[src/rtl/spi_reg_pkg.sv]
// Package for the SPI register bank.
// Holds the FSM state encoding, the R/W bit encoding and helpers that derive
// the frame length and the bit-counter width from the field widths.
package spi_reg_pkg;

   typedef enum logic [1:0] {
      ST_IDLE = 2'd0,
      ST_CMD  = 2'd1,
      ST_DATA = 2'd2
   } state_t;

   localparam logic RW_WRITE = 1'b1;
   localparam logic RW_READ  = 1'b0;

   // R/W bit + address + data
   function automatic int frame_w(input int addr_w, input int data_w);
      return 1 + addr_w + data_w;
   endfunction

   // Counter must hold FRAME_W+1 (saturation value marking an overlength frame)
   function automatic int cnt_w(input int addr_w, input int data_w);
      return $clog2(frame_w(addr_w, data_w) + 2);
   endfunction

endpackage

[src/rtl/spi_reg_bank_sync_edge.sv]
// spi_sync_edge: multi-flop synchroniser for an asynchronous pin plus a
// registered previous value used for edge detection.
// Ports:
//   clk, rst_n : system clock, async active-low reset
//   i_async    : asynchronous pin
//   level      : synchronised level (SYNC_STAGES clk edges after the pin)
//   rise, fall : one-cycle registered edge pulses (one edge after level)
// All flops reset to 0, so a pin that sits high through reset produces a
// single rise after reset; consumers ignore that when no frame is open.
module spi_sync_edge #(
   parameter int SYNC_STAGES = 2
) (
   input  logic clk,
   input  logic rst_n,
   input  logic i_async,
   output logic level,
   output logic rise,
   output logic fall
);

   logic [SYNC_STAGES-1:0] r_sync;
   logic                   r_prev;
   logic                   r_rise;
   logic                   r_fall;

   always_ff @(posedge clk or negedge rst_n) begin
      if (!rst_n) begin
         r_sync <= '0;
         r_prev <= 1'b0;
         r_rise <= 1'b0;
         r_fall <= 1'b0;
      end else begin
         r_sync <= {r_sync[SYNC_STAGES-2:0], i_async};
         r_prev <= r_sync[SYNC_STAGES-1];
         r_rise <= r_sync[SYNC_STAGES-1] & ~r_prev;
         r_fall <= ~r_sync[SYNC_STAGES-1] & r_prev;
      end
   end

   assign level = r_sync[SYNC_STAGES-1];
   assign rise  = r_rise;
   assign fall  = r_fall;

endmodule

[src/rtl/spi_reg_bank.sv]
// spi_reg_bank: SPI mode-0 peripheral exposing NUM_REGS read/write registers.
// All SPI pins are oversampled in the clk domain; nothing runs on sclk.
// Frame (MSB first): R/W bit, ADDR_W address bits, DATA_W data bits.
// Ports:
//   clk, rst_n         : system clock, async active-low reset
//   sclk, ncs, copi    : SPI pins (asynchronous)
//   cipo, cipo_oe      : read data out and its pad enable
//   regs               : flattened bank, reg k at [k*DATA_W +: DATA_W]
//   wr_strobe, wr_addr : one-cycle commit pulse and the committed address
//   frame_err          : one-cycle pulse for a rejected frame
//   dbg_state          : current FSM state (spi_reg_pkg::state_t encoding)
// Handshake: wr_strobe/frame_err are single-cycle valid pulses with no ready;
// wr_addr and regs are stable from the strobe cycle until the next commit.
module spi_reg_bank
   import spi_reg_pkg::*;
#(
   parameter int ADDR_W      = 7,
   parameter int DATA_W      = 8,
   parameter int NUM_REGS    = 5,
   parameter int SYNC_STAGES = 2
) (
   input  logic                       clk,
   input  logic                       rst_n,
   input  logic                       sclk,
   input  logic                       ncs,
   input  logic                       copi,
   output logic                       cipo,
   output logic                       cipo_oe,
   output logic [NUM_REGS*DATA_W-1:0] regs,
   output logic                       wr_strobe,
   output logic [ADDR_W-1:0]          wr_addr,
   output logic                       frame_err,
   output logic [1:0]                 dbg_state
);

   localparam int FRAME_W = frame_w(ADDR_W, DATA_W);
   localparam int CNT_W   = cnt_w(ADDR_W, DATA_W);
   localparam logic [CNT_W-1:0]  CNT_FRAME    = CNT_W'(FRAME_W);
   localparam logic [CNT_W-1:0]  CNT_SAT      = CNT_W'(FRAME_W + 1);
   localparam logic [CNT_W-1:0]  CNT_HDR_LAST = CNT_W'(ADDR_W);
   localparam logic [ADDR_W:0]   REGS_LIM     = (ADDR_W+1)'(NUM_REGS);

   logic w_sclk_rise, w_sclk_fall, w_sclk_level;
   logic w_ncs_rise, w_ncs_fall, w_ncs_level;
   logic w_copi, w_copi_rise, w_copi_fall;
   logic w_unused_edges;

   spi_sync_edge #(.SYNC_STAGES(SYNC_STAGES)) u_sync_sclk (
      .clk(clk), .rst_n(rst_n), .i_async(sclk),
      .level(w_sclk_level), .rise(w_sclk_rise), .fall(w_sclk_fall));
   spi_sync_edge #(.SYNC_STAGES(SYNC_STAGES)) u_sync_ncs (
      .clk(clk), .rst_n(rst_n), .i_async(ncs),
      .level(w_ncs_level), .rise(w_ncs_rise), .fall(w_ncs_fall));
   spi_sync_edge #(.SYNC_STAGES(SYNC_STAGES)) u_sync_copi (
      .clk(clk), .rst_n(rst_n), .i_async(copi),
      .level(w_copi), .rise(w_copi_rise), .fall(w_copi_fall));

   assign w_unused_edges = w_sclk_level ^ w_copi_rise ^ w_copi_fall;

   state_t                r_state, w_next_state;
   logic [CNT_W-1:0]      r_bit_cnt;
   logic [FRAME_W-1:0]    r_shift;
   logic                  r_rw;
   logic [ADDR_W-1:0]     r_addr;
   logic [DATA_W-1:0]     r_tx;
   logic                  r_skip_fall;
   logic [DATA_W-1:0]     r_regs [NUM_REGS];
   logic                  r_wr_strobe;
   logic [ADDR_W-1:0]     r_wr_addr;
   logic                  r_frame_err;

   logic                  w_sample;
   logic                  w_hdr_done;
   logic [ADDR_W-1:0]     w_hdr_addr;
   logic [DATA_W-1:0]     w_rd_data;
   logic                  w_addr_ok;

   // ncs level is already high one cycle before its rise pulse, so an sclk
   // edge arriving with the ncs rise is always dropped.
   assign w_sample   = w_sclk_rise && !w_ncs_level && !w_ncs_rise && (r_state != ST_IDLE);
   assign w_hdr_done = w_sample && (r_state == ST_CMD) && (r_bit_cnt == CNT_HDR_LAST);
   // Address as it will be once the current (last header) bit is shifted in
   assign w_hdr_addr = {r_shift[ADDR_W-2:0], w_copi};
   assign w_addr_ok  = {1'b0, r_addr} < REGS_LIM;

   always_comb begin
      w_rd_data = '0;
      for (int k = 0; k < NUM_REGS; k++) begin
         if (w_hdr_addr == ADDR_W'(k)) w_rd_data = r_regs[k];
      end
   end

   always_ff @(posedge clk or negedge rst_n) begin
      if (!rst_n) r_state <= ST_IDLE;
      else        r_state <= w_next_state;
   end

   always_comb begin
      w_next_state = r_state;
      if (w_ncs_rise) begin
         w_next_state = ST_IDLE;
      end else if (w_ncs_fall) begin
         w_next_state = ST_CMD;
      end else begin
         case (r_state)
            ST_IDLE: w_next_state = ST_IDLE;
            ST_CMD:  if (w_hdr_done) w_next_state = ST_DATA;
            ST_DATA: w_next_state = ST_DATA;
            default: w_next_state = ST_IDLE;
         endcase
      end
   end

   always_ff @(posedge clk or negedge rst_n) begin
      if (!rst_n) begin
         r_bit_cnt   <= '0;
         r_shift     <= '0;
         r_rw        <= RW_READ;
         r_addr      <= '0;
         r_tx        <= '0;
         r_skip_fall <= 1'b0;
         r_wr_strobe <= 1'b0;
         r_wr_addr   <= '0;
         r_frame_err <= 1'b0;
         for (int k = 0; k < NUM_REGS; k++) r_regs[k] <= '0;
      end else begin
         r_wr_strobe <= 1'b0;
         r_frame_err <= 1'b0;
         if (w_ncs_fall) begin
            r_bit_cnt <= '0;
            r_shift   <= '0;
            r_tx      <= '0;
         end else if (w_ncs_rise) begin
            r_tx <= '0;
            // A zero count means no frame was open (e.g. reset mid-frame).
            if (r_bit_cnt != '0) begin
               if (r_bit_cnt == CNT_FRAME && w_addr_ok) begin
                  if (r_rw == RW_WRITE) begin
                     for (int k = 0; k < NUM_REGS; k++) begin
                        if (r_addr == ADDR_W'(k)) r_regs[k] <= r_shift[DATA_W-1:0];
                     end
                     r_wr_strobe <= 1'b1;
                     r_wr_addr   <= r_addr;
                  end
               end else begin
                  r_frame_err <= 1'b1;
               end
            end
            r_bit_cnt <= '0;
         end else if (w_sample) begin
            r_shift <= {r_shift[FRAME_W-2:0], w_copi};
            if (r_bit_cnt != CNT_SAT) r_bit_cnt <= r_bit_cnt + 1'b1;
            if (w_hdr_done) begin
               r_rw        <= r_shift[ADDR_W-1];
               r_addr      <= w_hdr_addr;
               r_tx        <= w_rd_data;
               r_skip_fall <= 1'b1;
            end
         end else if (w_sclk_fall && r_state == ST_DATA && r_rw == RW_READ) begin
            // The fall right after the last header bit would discard the MSB
            // before the controller samples it, so it is skipped.
            if (r_skip_fall) r_skip_fall <= 1'b0;
            else             r_tx <= {r_tx[DATA_W-2:0], 1'b0};
         end
      end
   end

   for (genvar g = 0; g < NUM_REGS; g++) begin : g_regs
      assign regs[g*DATA_W +: DATA_W] = r_regs[g];
   end

   assign cipo_oe   = (r_state == ST_DATA) && (r_rw == RW_READ);
   assign cipo      = cipo_oe & r_tx[DATA_W-1];
   assign wr_strobe = r_wr_strobe;
   assign wr_addr   = r_wr_addr;
   assign frame_err = r_frame_err;
   assign dbg_state = r_state;

endmodule

[config.mk]
export PLATFORM = sky130hd
export DESIGN_NAME = spi_reg_bank
export DESIGN_NICKNAME = d
export VERILOG_FILES = /design/src/rtl/spi_reg_pkg.sv /design/src/rtl/spi_reg_bank_sync_edge.sv /design/src/rtl/spi_reg_bank.sv
export SDC_FILE = /design/constraint.sdc
export NUM_CORES = 1
export LEC_CHECK = 0
export ABC_AREA = 1
export CORE_ASPECT_RATIO = 0.9
export CORE_MARGIN = 8
export CORE_UTILIZATION = 55
export CTS_CLUSTER_SIZE = 10
export DETAILED_ROUTE_END_ITERATION = 6
export GPL_TIMING_DRIVEN = 0
export PLACE_DENSITY = 0.79
export SKIP_CTS_REPAIR_TIMING = 1
export SYNTH_ARGS = -nofsm -noshare
export SYNTH_HDL_FRONTEND = slang
export SYNTH_SLANG_ARGS = --single-unit
[constraint.sdc]
create_clock -name clk -period 4.9 [get_ports clk]
set_input_delay 0.49 -clock clk [delete_from_list [all_inputs] [get_ports clk]]
set_output_delay 0.49 -clock clk [all_outputs]
set_load 0.005 [all_outputs]
==> summary.txt, run 1 <==
Status
  • Status: finished, final reports clean

Logic synthesis
  • Post-Syn Instances: 520
  • Synth cell types: 31
  • Mapped cell area: around 4400 um^2
  • Seq cells post-synth: 93
  • Sequential-to-total area share from yosys stat: 52.7%
  • Syn. warnings: 0
  • Avg Cell Area, Syn: 8.49 um^2
  • Net count after synthesis: approximately 530

Power
  • Power density over the cells: 270 nW/um^2
  • Static Leak: 0.00258 uW
  • Peak supply drop: 219 uV

Detailed routing
  • Vias after detailed routing: 3815
  • TritonRoute pass-1 iters: 5
  • Routed WL: 11.5 mm
  • Drt wl/cell: 16.6 um
  • Vias per cell: 5.51
  • Drc violations: 0
  • Starting DRT DRC Count: 340
  • Detail Route Antenna Nets: 0

Global route
  • Largest net degree at the start of global routing: 61
  • Routing usage on met3: 4.88%
  • Global-route wire length before repair: 18.9 mm
  • GRT busiest layer: met2
  • GRT met1 Usage: 27.0%
  • Initial antenna violation count: 0
  • All-layer global routing usage: 21.1%
  • M2 GR Usage: 33.8%
  • Grt total ovfl: 0
  • Vias in the first global route: roughly 3800

Floorplan
  • IO Pins: 58
  • Die ar.: between 10000 and 15000 um^2
  • Die height: 101 um
  • Number of cell rows: 31
  • Core area: slightly below 8000 um^2
  • Die W: 110 um
  • Initial Util: 55.8%

Finish
  • Area growth, synth to finish: 21.0%
  • Post-Layout Cell Count: about 690
  • Nets@finish: 600
  • Finished Core Util: between 60% and 70%
  • Layout cells sized above 1: a little under an eighth
  • Design Area, Final: roughly 5300 um^2
  • Diode count: 0

Placed design
  • Placement Cell Area: 5140 um^2
  • Dpl hpwl: 8.43 mm
  • GP Congestion: ~0.98
  • Buffers on Ports: 57
  • Placed cell count: 677

Setup path
  • Element type at the critical path end: primary output
  • Critical R2R Capture: r_tx[6]
  • RR Startpoint: dbg_state[0]
  • Worst Path Class, Setup: reg2out
  • Startpoint type of the worst setup path: flop
  • CP Data Required Time: 4.41 ns
  • Critical Path Start: dbg_state[0]
  • CP max stage delay: 0.53 ns
  • CP bufs+invs: 3
  • R2R Setup Slk: ~3 ns
  • Worst path slowest cell: clkdlybuf4s50_1
  • CP arrival: approximately 1.8 ns
  • Crit path max fanout: 4
  • Top delay family on crit path: buffers and inverters
  • Reg2reg path depth: 11
  • Cell Chain, Critical Path: inv_1 > ha_1 > inv_1 > nor2_1 > clkdlybuf4s50_1
  • Crit path top cell by count: inv_1

Timing
  • Setup repair after global routing missed its margin: no
  • Final Hold Vio Count: 0
  • Max Clk Rate: about 440 MHz
  • Min Tclk post-route: 2.28 ns
  • Endpoints failing setup: 0
  • Fin. max-slew vios: 0
  • Final Skew: 0.0125 ns
  • Slew headroom: 64.5%
  • Slew at the pin with the worst max-slew slack: approximately 0.53 ns
  • Hold slack: 0.0528 ns
  • Fin crit share: between 40 and 50%

Clock tree
  • H-tree lvl count: 3
  • Max clock buf depth: 2
  • Worst-Skew Late Latency: roughly 0.36 ns
  • Reg clk slew, reported paths: 0.10 ns
  • Root buf cell: clkbuf_8
  • TritonCTS clock tree: built
  • # clock sinks: 93
  • TritonCTS Buffers: 9

Min path
  • Worst hold path class: in2async

Job
  • Max Cap Viol: 0
==> area by class of cell <==
type                       instances  area (um^2)
clock inverter                     6         68.8
timing repair buffer              58          596
fill                             653         2570
clock buffer                      10          138
tap                               99          124
inverter                          54          203
buffer                            14          113
sequential                        93         2330
multi-input combinational        359         1770
==> synth_stat cells <==
cell type,number,area [um^2]
buf_4,2,15.0
o21ai_2,2,17.5
buf_2,6,30.0
o31ai_1,1,7.51
ha_1,6,75.1
nor3_4,1,16.3
dfrtp_1,93,2330
inv_1,45,169
inv_2,9,33.8
a21oi_1,3,15.0
nor2_2,6,37.5
o21ai_0,30,150
nor3_2,4,40.0
nand2_1,147,552
nand2_2,2,12.5
or2_4,1,8.76
and3_1,2,12.5
nand4_2,1,12.5
o22ai_1,8,50.1
nand3_2,2,20.0
nand3_4,1,17.5
buf_6,6,67.6
nor2_4,5,56.3
and2_1,1,6.26
nand3_1,52,260
nor3_1,6,30.0
nor2_1,41,154
nor2_8,2,40.0
o21ai_1,31,155
xor2_1,1,8.76
nand4_1,3,18.8
==> layer usage <==
| layer | part of all wire (%) | vias up | routed length, um |
|---|---|---|---|
| li1 | - | 1812 | - |
| met1 | 43 | 1812 | 4900 |
| met4 | 3.2 | 0 | 364 |
| met3 | 8.1 | 33 | 926 |
| met2 | 46 | 158 | 5290 |
| met5 | 0 | - | 0 |
==> metrics by stage <==
step / setup WS, ns / total power, uW / setup TNS, ns
4_1_cts: 2.61 / 1450 / 0
3_5_place_dp: 3.02 / 917 / 0
3_3_place_gp: -0.0416 / 910 / -3.56
2_1_floorplan: 3.26 / 868 / 0
5_1_grt: 2.57 / 1500 / 0
6_report: 2.62 / 1440 / 0
==> cells by family (layout without fill, tap and decap cells) <==
logic type | after synthesis | after routing | synth area share (%)
flops | 93 | 93 | 52.7
xor+xnor | 1 | 1 | 0.198
fa+ha+maj | 6 | 6 | 1.70
buf+inv | 68 | 142 | 7.14
simple gates | 277 | 277 | 29.3
compound gates | 75 | 75 | 8.95
==> where the power goes <==
part | internal (uW) | total [uW] | switching (uW)
registers | 780 | 792 | 12.0
clock network | 254 | 543 | 289
logic | 35.7 | 108 | 72.8
==> worst max-delay path by stage <==
stage	endpoint	slack [ns]	cells past startpoint
CTS	cipo_oe	2.61	5
detailed placement	cipo_oe	3.02	5
floorplan	r_addr[1]	3.26	8
finish	cipo_oe	2.62	5
global route	cipo_oe	2.57	5
global placement	regs[19]	-0.04	1
==> sequential cells by signal (all words and copies together) (netlist names), 2 cells and up <==
register,flops
dbg_state,2
r_addr,7
r_bit_cnt,5
r_shift,8
r_tx,8
regs,40
u_sync_copi.r_sync,2
u_sync_ncs.r_sync,2
u_sync_sclk.r_sync,2
wr_addr,7
==> placed cells by master (no fill, tap or decap), types with 8 or more instances in the layout <==
cell type        count
nand2_1            147
dfrtp_1             93
clkdlybuf4s50_1     56
nand3_1             52
inv_1               45
nor2_1              41
o21ai_1             31
o21ai_0             30
clkbuf_8            10
inv_2                9
o22ai_1              8
No activity file was read; power rests on OpenSTA's default activity.
==> inputs of run 2 (changes only) <==
==> constraint.sdc (replaced) <==
create_clock -name clk -period 2.34 [get_ports clk]
set_input_delay 0.234 -clock clk [delete_from_list [all_inputs] [get_ports clk]]
set_output_delay 0.234 -clock clk [all_outputs]
set_load 0.005 [all_outputs]
==> summary.txt, run 2 (same netlist as run 1, synthesis figures left out) <==
Finish
  • Commonest non-fill, non-tap cells in the layout: 147 x nand2_1, 93 x dfrtp_1, 56 x clkdlybuf4s50_1
  • Area growth, synth to finish: 21.2%
  • Diode count: 0 (unchanged)
  • Fillers: 654 (+0.15%)
  • Nets@finish: 601 (+0.17%)
  • Layout cells sized above 1: 11.4% (-0.019 points)
  • Commonest non-fill, non-tap cell in the layout: nand2_1
  • Design Area, Final: 5350 um^2 (+0.19%)
  • Largest register FFs: 40 (unchanged)

Clock tree
  • TritonCTS Buffers: 9 (unchanged)
  • Worst-Skew Late Latency: 0.37 ns (about the same)
  • TritonCTS clock tree: built
  • Reg clk slew, reported paths: 0.10 ns (about the same)
  • Root buf cell: clkbuf_8
  • Max clock buf depth: 2 (unchanged)
  • H-tree lvl count: 3 (unchanged)
  • # clock sinks: 93 (unchanged)

Timing
  • Hold slack: 0.293 ns (+0.240 ns)
  • Max Clk Rate: 493 MHz
  • Endpoints failing setup: 0 (unchanged)
  • Slew at the pin with the worst max-slew slack: 0.520 ns (-0.0112 ns)
  • Min Tclk post-route: 2.03 ns
  • Final Skew: 0.0130 ns (+0.000518 ns)
  • Slew headroom: 65.3% (+0.75 points)
  • Final Hold Vio Count: 0 (unchanged)
  • Fin crit share: 86.6%
  • Fin. max-slew vios: 0 (unchanged)
  • Setup repair after global routing missed its margin: no

Setup path
  • CP bufs+invs: 3 (unchanged)
  • Top delay family on crit path: buffers and inverters
  • Crit path top cell by count: inv_1
  • Element type at the critical path end: primary output
  • Startpoint type of the worst setup path: flop
  • CP Data Required Time: 2.11 ns (-2.30 ns)
  • CP max stage delay: 0.53 ns (about the same)
  • Cell Chain, Critical Path: inv_1 > ha_1 > inv_1 > nor2_1 > clkdlybuf4s50_1
  • Worst path slowest cell: clkdlybuf4s50_1
  • Critical Path Start: dbg_state[0]
  • CP arrival: 1.79 ns (about the same)
  • Worst Path Class, Setup: reg2out
  • RR Startpoint: dbg_state[0]
  • Crit path max fanout: 4 (unchanged)

Detailed routing
  • Metal2 WL: 5.28 mm (-0.13%)
  • Met1 WL: 4.96 mm (+1.2%)
  • Starting DRT DRC Count: 258 (-24%)
  • Drc violations: 0 (unchanged)
  • Vias per cell: 5.55 (+0.75%)
  • Vias after detailed routing: 3849 (+0.89%)
  • TritonRoute pass-1 iters: 5 (unchanged)
  • Routed WL: 11.5 mm (+0.11%)
  • Uppermost layer routed: met4
  • Drt wl/cell: 16.6 um (about the same)
  • DR WL met3: 903 um (-2.5%)
  • Detail Route Antenna Nets: 0 (unchanged)

Floorplan
  • Die ar.: 11200 um^2 (unchanged)
  • Initial Util: 55.8% (unchanged)
  • Die height: 101 um (unchanged)
  • Number of cell rows: 31 (unchanged)
  • Core area: 7910 um^2 (unchanged)
  • IO Pins: 58 (unchanged)
  • Die W: 110 um (unchanged)

Status
  • Status: finished, final reports clean

Placed design
  • Placement Cell Area: 5140 um^2 (unchanged)
  • Buffers on Ports: 57 (unchanged)
  • GP Congestion: 0.980 (unchanged)
  • Dpl hpwl: 8.43 mm (unchanged)

Global route
  • Grt total ovfl: 0 (unchanged)
  • Global-route wire length before repair: 18.9 mm (unchanged)
  • Vias in the first global route: 3834 (unchanged)
  • Initial antenna violation count: 0 (unchanged)
  • All-layer global routing usage: 21.1% (unchanged)
  • Largest net degree at the start of global routing: 61 (unchanged)

Power
  • Peak supply drop: 451 uV (+110%)
  • Power density over the cells: 564 nW/um^2 (+110%)
  • Static Leak: 0.00258 uW (+0.16%)

Job
  • Max Cap Viol: 0 (unchanged)

Min path
  • Worst hold path class: in2reg
  • Hold path startpoint: sclk
[run 2: cell count changes in the layout (fill, tap and decap cells not counted), sizes merged]
cell and change:
dlygate4sd3 +1
[run 2: report_power, final]
part | internal (uW) | leakage, uW | switching (uW) | total [uW]
clock network | 531 | 0.000103 | 600 | 1130
logic | 75.8 | 0.00121 | 152 | 228
registers | 1630 | 0.00127 | 25.6 | 1660
[run 2: final cells by class]
class,instances,area [um^2],share of cell area [%]
plain buffers,14,113,2.10
clock buffers,10,138,2.57
clock inverters,6,68.8,1.29
inverters,54,203,3.79
multi-input cells,359,1770,33.1
flip-flops and latches,93,2330,43.5
well taps,99,124,2.31
repair buffers,59,606,11.3
[run 2: per-layer routing]
metal	global-route usage (%)	vias to the layer above
met1	27.0	1834
met4	8.61	0
li1	-	1819
met5	0	-
met2	33.8	164
met3	4.88	32
[run 2: metrics by stage]
step / TNS (ns) / std cells / util, % / setup slack (ns) / total power, uW
finish: 0 / 694 / 67.6 / 0.314 / 3020
global route: 0 / 694 / 67.6 / 0.262 / 3130
CTS: 0 / 693 / 67.5 / 0.301 / 3050
detailed placement: 0 / 677 / 64.9 / 0.504 / 1920
global placement: -217.83 / 676 / 64.6 / -2.35 / 1910
floorplan: 0 / 520 / - / 0.697 / 1820
[run 2: worst paths after layout]
| path | end | slack [ns] | cells past startpoint |
|---|---|---|---|
| min in group asynchronous | u_sync_sclk.r_sync[0] | 0.34 | 2 |
| max in group asynchronous | r_addr[6] | 1.36 | 3 |
| min | u_sync_sclk.r_sync[0] | 0.29 | 1 |
| max | cipo_oe | 0.31 | 5 |
| max reg2reg | r_tx[6] | 0.44 | 11 |
| min reg2reg | u_sync_copi.r_sync[1] | 0.36 | 0 |
==> inputs of run 3 (changes only) <==
--- a/config.mk
+++ b/config.mk
@@ -14,6 +14,7 @@
 export GPL_TIMING_DRIVEN = 0
 export PLACE_DENSITY = 0.79
 export SKIP_CTS_REPAIR_TIMING = 1
+export SLEW_MARGIN = 10
 export SYNTH_ARGS = -nofsm -noshare
 export SYNTH_HDL_FRONTEND = slang
 export SYNTH_SLANG_ARGS = --single-unit
==> results of run 3 <==
No change in the layout: final DEF, timing and power equal those of run 2.
